## config.mk

```make
export PLATFORM = sky130hd
export DESIGN_NAME = dmem_arbiter
export DESIGN_NICKNAME = d
export VERILOG_FILES = /design/src/rtl/dmem_arbiter.sv
export SDC_FILE = /design/constraint.sdc
export NUM_CORES = 1
export LEC_CHECK = 0
export CORE_AREA = 2 2 88 90
export DETAILED_ROUTE_END_ITERATION = 10
export DIE_AREA = 0 0 90 92
export PLACE_DENSITY = 0.67
export SETUP_SLACK_MARGIN = 0.05
export SYNTH_ARGS = -nofsm -noshare
export SYNTH_HDL_FRONTEND = slang
export SYNTH_SLANG_ARGS = --single-unit
```

## constraint.sdc

```tcl
create_clock -name clk -period 1.72 [get_ports clk]
set_clock_uncertainty 0.2 [all_clocks]
set_input_delay 0.344 -clock clk [delete_from_list [all_inputs] [get_ports clk]]
set_output_delay 0.344 -clock clk [all_outputs]
set_load 0.1 [all_outputs]
```

## src/rtl/dmem_arbiter.sv

```systemverilog
// ---------------------------------------------------------------------------
// dmem_arbiter
//   Shares the single-port 32-word data memory between the core load/store
//   port (cpu_*) and a debug/loader port (dbg_*). At most one access is
//   granted per cycle. The CPU wins conflicts unless the debug port has
//   already lost STARVE_LIMIT consecutive cycles. A registered lock gives
//   the debug port exclusive ownership of the memory.
//
// Ports
//   clk, rst_n                  clock (rising edge), async active-low reset
//   cpu_req/we/addr/wdata       CPU access request and payload
//   cpu_gnt, cpu_stall          CPU accepted this cycle / CPU must wait
//   cpu_rvalid, cpu_rdata       CPU load data, one cycle after its grant
//   dbg_req/we/addr/wdata       debug access request and payload
//   dbg_gnt                     debug accepted this cycle
//   dbg_rvalid, dbg_rdata       debug load data, one cycle after its grant
//   dbg_lock, dbg_locked        exclusive-ownership request / lock active
//   mem_en/we/addr/wdata        memory command (all zero when idle)
//   mem_rdata                   memory read data, cycle after a read
//   state_dbg, wait_cnt_dbg     arbiter state and starvation count
//
// Handshake: a requester raises *_req with a stable-or-changing payload and
//   keeps it high until *_gnt is seen in the same cycle. The payload is only
//   sampled in the grant cycle, so changing address/we while stalled is legal.
//   A granted load returns *_rvalid with *_rdata exactly one cycle later.
// ---------------------------------------------------------------------------
module dmem_arbiter #(
    parameter int ADDR_W       = 5,
    parameter int DATA_W       = 32,
    parameter int STARVE_LIMIT = 3,
    localparam int CNT_W       = $clog2(STARVE_LIMIT + 1)
) (
    input  logic              clk,
    input  logic              rst_n,
    input  logic              cpu_req,
    input  logic              cpu_we,
    input  logic [ADDR_W-1:0] cpu_addr,
    input  logic [DATA_W-1:0] cpu_wdata,
    output logic              cpu_gnt,
    output logic              cpu_stall,
    output logic              cpu_rvalid,
    output logic [DATA_W-1:0] cpu_rdata,
    input  logic              dbg_req,
    input  logic              dbg_we,
    input  logic [ADDR_W-1:0] dbg_addr,
    input  logic [DATA_W-1:0] dbg_wdata,
    output logic              dbg_gnt,
    output logic              dbg_rvalid,
    output logic [DATA_W-1:0] dbg_rdata,
    input  logic              dbg_lock,
    output logic              dbg_locked,
    output logic              mem_en,
    output logic              mem_we,
    output logic [ADDR_W-1:0] mem_addr,
    output logic [DATA_W-1:0] mem_wdata,
    input  logic [DATA_W-1:0] mem_rdata,
    output logic [1:0]        state_dbg,
    output logic [CNT_W-1:0]  wait_cnt_dbg
);

    // State records the owner of the previous cycle; LOCK means the debug
    // port holds exclusive ownership for the current cycle.
    typedef enum logic [1:0] {
        ST_IDLE = 2'd0,
        ST_CPU  = 2'd1,
        ST_DBG  = 2'd2,
        ST_LOCK = 2'd3
    } state_t;

    state_t            state_q, state_d;
    logic              lock_q;
    logic [CNT_W-1:0]  wait_q, wait_d;
    logic              cpu_rv_q, dbg_rv_q;

    // ---------------- state register ----------------
    always_ff @(posedge clk or negedge rst_n) begin
        if (!rst_n) begin
            state_q  <= ST_IDLE;
            lock_q   <= 1'b0;
            wait_q   <= '0;
            cpu_rv_q <= 1'b0;
            dbg_rv_q <= 1'b0;
        end else begin
            state_q  <= state_d;
            lock_q   <= dbg_lock;
            wait_q   <= wait_d;
            cpu_rv_q <= cpu_gnt & ~cpu_we;
            dbg_rv_q <= dbg_gnt & ~dbg_we;
        end
    end

    // ---------------- arbitration / next state ----------------
    always_comb begin
        cpu_gnt   = 1'b0;
        dbg_gnt   = 1'b0;
        state_d   = ST_IDLE;
        wait_d    = '0;
        mem_en    = 1'b0;
        mem_we    = 1'b0;
        mem_addr  = '0;
        mem_wdata = '0;

        // Grants are forced low while reset is asserted so that a request
        // held across reset never reaches the memory.
        if (rst_n) begin
            if (state_q == ST_LOCK) begin
                dbg_gnt = dbg_req;
            end else if (cpu_req && dbg_req) begin
                // Starved debug port takes exactly one conflicting cycle.
                if (wait_q == CNT_W'(STARVE_LIMIT)) dbg_gnt = 1'b1;
                else                                cpu_gnt = 1'b1;
            end else begin
                cpu_gnt = cpu_req;
                dbg_gnt = dbg_req;
            end
        end

        if (dbg_lock)     state_d = ST_LOCK;
        else if (cpu_gnt) state_d = ST_CPU;
        else if (dbg_gnt) state_d = ST_DBG;
        else              state_d = ST_IDLE;

        // Counts consecutive lost cycles; any grant or dropped request clears it.
        if (dbg_req && !dbg_gnt) begin
            if (wait_q == CNT_W'(STARVE_LIMIT)) wait_d = wait_q;
            else                                wait_d = wait_q + CNT_W'(1);
        end

        if (cpu_gnt) begin
            mem_en    = 1'b1;
            mem_we    = cpu_we;
            mem_addr  = cpu_addr;
            mem_wdata = cpu_wdata;
        end else if (dbg_gnt) begin
            mem_en    = 1'b1;
            mem_we    = dbg_we;
            mem_addr  = dbg_addr;
            mem_wdata = dbg_wdata;
        end
    end

    // ---------------- outputs ----------------
    assign cpu_stall    = cpu_req & ~cpu_gnt;
    assign cpu_rvalid   = cpu_rv_q;
    assign dbg_rvalid   = dbg_rv_q;
    assign cpu_rdata    = cpu_rv_q ? mem_rdata : '0;
    assign dbg_rdata    = dbg_rv_q ? mem_rdata : '0;
    assign dbg_locked   = lock_q;
    assign state_dbg    = state_q;
    assign wait_cnt_dbg = wait_q;

endmodule

```

==> impl_results.md <==
* Crit path largest cell delay at 0.48 ns
* Final Power at ~2.6 mW
* Crit share post-route at 134%
* Max_cap viols at 0
* HPWL after detailed placement at 7280 um
* I/O pin count at between 200 and 250
* Worst-skew pair later-pin latency at about 0.22 ns
* First-pass GRT wire length at 13700 um
* Netlist Area Pre-Place at around 1100 um^2
* Yosys Warn Count at 0
* Fraction of layout cells with a size suffix above 1 at 69.3%
* Post-synth top area cell: and2_1
* Sequential-to-total area share from yosys stat at between 10% and 20%
* Clock Pin Slew Worst Setup and Hold Paths at roughly 0.04 ns
* Synth Flop Type: dfrtp_1
* Core area at 7450 um^2
* CTS tree: yes
* RSZ-0062 raised after global routing: yes
* Setup WS pre-CTS at -0.708 ns
* Max Root-Sink Buffers at 2
* Switching Share at a little under 50%
* Wire per inst at about 18 um
* Layout filler cell count at around 440
* VDD IR max at approximately 0.00035 V
* Clk pwr share at 8.7%
* Vias per inst at 4.29
* Crit-path leading delay family: flip-flops
* Port Buffers at roughly 230
* Sequential share of power at 7.8%
* Actual slew at the worst max-slew pin at approximately 0.28 ns
* Max Clk Rate at about 430 MHz
* Die width at around 90 um
* Placer Congestion at 0.719
* Initial Util at between 15 and 20%
* Setup crit start kind: flop
* Initial antenna violation count at 1
* PD cells at roughly 450 nW/um^2
* Hold/Removal Path Class: input pin to async pin
* Number of synthesized register bits at 7
* Post-DRT Antenna Nets at 0
* Cell Chain, Critical Path: ha_4 -> nand2_2 -> and3_4 -> buf_6 -> clkbuf_16 -> a22o_4 -> buf_12
* Critical Path Slowest Stage Cell: dfrtp_4
* Async S/R FF share, synth at between 90% and 100%
* Syn_area_per_cell at ~8 um^2
* Count leader, synth: and2_1
* Drt first pass iters at 3
* Reg area at ~200 um^2
* Synth area leaders: and2_1 35%, a22o_1 29%, dfrtp_1 15%, buf_6 5.0%, clkbuf_1 2.0%
* Die Height at about 92 um
* Hold buffer count at cts at 0
* Max FO, Critical Path at 7
* Synth top cells by count: 64 x and2_1, 38 x a22o_1, 7 x dfrtp_1, 6 x clkbuf_1, 5 x buf_6
* Cts bufs inserted at 3
* GR Util All Layers at between 20% and 30%
* Syn Inst Count at 142
* Multi-input gate area at 1390 um^2
* 1st-iter DRT viols at 19
* Tmin final at 2.31 ns
* Total number of H-tree levels at 1
* Status: finished, violations left
* Setup WS post-layout at -0.591 ns
* Synthesized Nets at between 200 and 300
* Setup crit end kind: output pin
* Setup CP Type: flop to output pin
* Synth-to-layout area growth at 410%
* WP buf/inv at 3
* Slew HR at between 80% and 90%
* Final hold vios at 0
* Failing checks: negative setup slack
* CP arrival at about 1.8 ns
* Top-area cell type share of the netlist area at between 30% and 40%
* Gr ovfl total at 0
* Slew Limit Fails at 0
* Full die area at between 8000 and 9000 um^2
* Vias in the first global route at 2419
* CP required at 1.18 ns
* Nets at 516
* Final setup viols at around 110
* Pleak at roughly 2.5 nW
* Num Clock Sinks at 7
* Row cnt at 32
* Final WL at 8950 um
* Power share of the combinational group at a little over four fifths
* DRC Markers at 0
* Net switching power at 1.28 mW
* Cell-internal power at between 1 and 1.5 mW
* Largest net degree at the start of global routing at 15
* Post-synth EDFFs at 0
* Root Buffer: clkbuf_8
* Post-synth cell types at 20
* Vias post-DR at 2163
## layout by cell type (no fill, tap or decap), drive strengths merged
| cell type | synthesis | final |
|---|---|---|
| nor2 | 1 | 1 |
| nand2 | 3 | 3 |
| clkdlybuf4s50 | 0 | 101 |
| ha | 1 | 1 |
| a21oi | 1 | 1 |
| dlygate4sd2 | 0 | 11 |
| inv | 1 | 1 |
| nor3b | 1 | 1 |
| dfrtp | 7 | 7 |
| nor2b | 3 | 3 |
| and3 | 1 | 1 |
| a22o | 38 | 38 |
| buf | 9 | 156 |
| a21boi | 1 | 1 |
| mux2i | 1 | 1 |
| and2 | 64 | 64 |
| or2 | 3 | 3 |
| clkbuf | 6 | 6 |
| diode | 0 | 1 |
| xnor2 | 1 | 1 |
## stage by stage
| stage | cells | TNS [ns] | util, % | hold WS [ns] | instance area, um^2 |
|---|---|---|---|---|---|
| 2_1_floorplan | 142 | -20.73 | - | -0.152 | 1770 |
| 3_3_place_gp | 480 | -28.70 | 72.5 | 0.513 | 5400 |
| 3_5_place_dp | 480 | -29.12 | 72.5 | 0.522 | 5400 |
| 4_1_cts | 501 | -27.33 | 77.1 | 0.0465 | 5740 |
| 5_1_grt | 504 | -29.74 | 77.5 | 0.0542 | 5770 |
| 6_report | 504 | -26.47 | 77.5 | 0.0525 | 5770 |
## worst register-to-register path, cell delays in order, from the launching register on
cell and delay (ns):
dfrtp_4 0.48, a21boi_4 0.17, buf_6 0.12, a21oi_4 0.08, clkbuf_16 0.18, or2_2 0.27
## cell type report
type,count,area share [%]
antenna,1,0.0434
clock buffer,4,0.781
inverter,1,0.0651
multi-input combinational,119,24.2
sequential,7,3.43
tap,102,2.21
timing repair buffer,270,69.3
## final timing paths
| check | start | endpoint | slack (ns) | cells after the start |
|---|---|---|---|---|
| setup reg to reg | state_dbg[0]$_DFF_PN0_ | state_dbg[1]$_DFF_PN0_ | 0.10 | 5 |
| setup / recovery | wait_cnt_dbg[1]$_DFFE_PN0P_ | mem_wdata[31] | -0.59 | 7 |
| max in group asynchronous | rst_n | dbg_rvalid$_DFF_PN0_ | 1.15 | 2 |
| min in group clk | dbg_lock | dbg_locked$_DFF_PN0_ | 0.43 | 1 |
| hold reg to reg | wait_cnt_dbg[0]$_DFFE_PN0P_ | wait_cnt_dbg[0]$_DFFE_PN0P_ | 0.53 | 4 |
| hold / removal | rst_n | state_dbg[1]$_DFF_PN0_ | 0.05 | 2 |
## registers in the layout, summed over array words and instances, names as in the netlist
register,flops
state_dbg,2
dbg_locked,1
dbg_rvalid,1
cpu_rvalid,1
wait_cnt_dbg,2
## layer usage
layer / wire length, um / global-route usage [%] / up-vias / share of wire (%)
li1: - / - / 1014 / -
met2: 5210 / 42.7 / 125 / 58
met4: 152 / 5.38 / 0 / 1.7
met3: 693 / 5.51 / 10 / 7.7
met1: 2900 / 21.2 / 1014 / 32
met5: 0 / 0 / - / 0
## power groups by stage
stage | sequential [mW] | combinational, mW | clock (mW)
after global placement | 0.209 | 2.07 | 0
after global routing | 0.204 | 2.22 | 0.247
after detailed placement | 0.210 | 2.08 | 0
final | 0.203 | 2.16 | 0.226
after CTS | 0.203 | 2.16 | 0.232
after floorplan | 0.295 | 1.08 | 0
## cells by family after synthesis
group                      count (synthesis)  share of synthesized area [%]
and+or+nand+nor                           76                           41.3
AOI/OAI and AO/OA                         40                           31.2
buffers and inverters                     16                           9.29
DFF                                        7                           15.5
xor gates and xnor gates                   1                          0.774
muxes                                      1                          0.885
adders and majority gates                  1                           1.11
## what timing repair did
action                                 in CTS  in global routing
endpoints found under the hold margin       0                  0
gates resized for setup                    31                  4
cloned                                      5                  2
setup endpoints to repair                 109                108
setup buffers                              12                  3
pin swaps                                   9                  4
(Power assumes the default switching activity.)
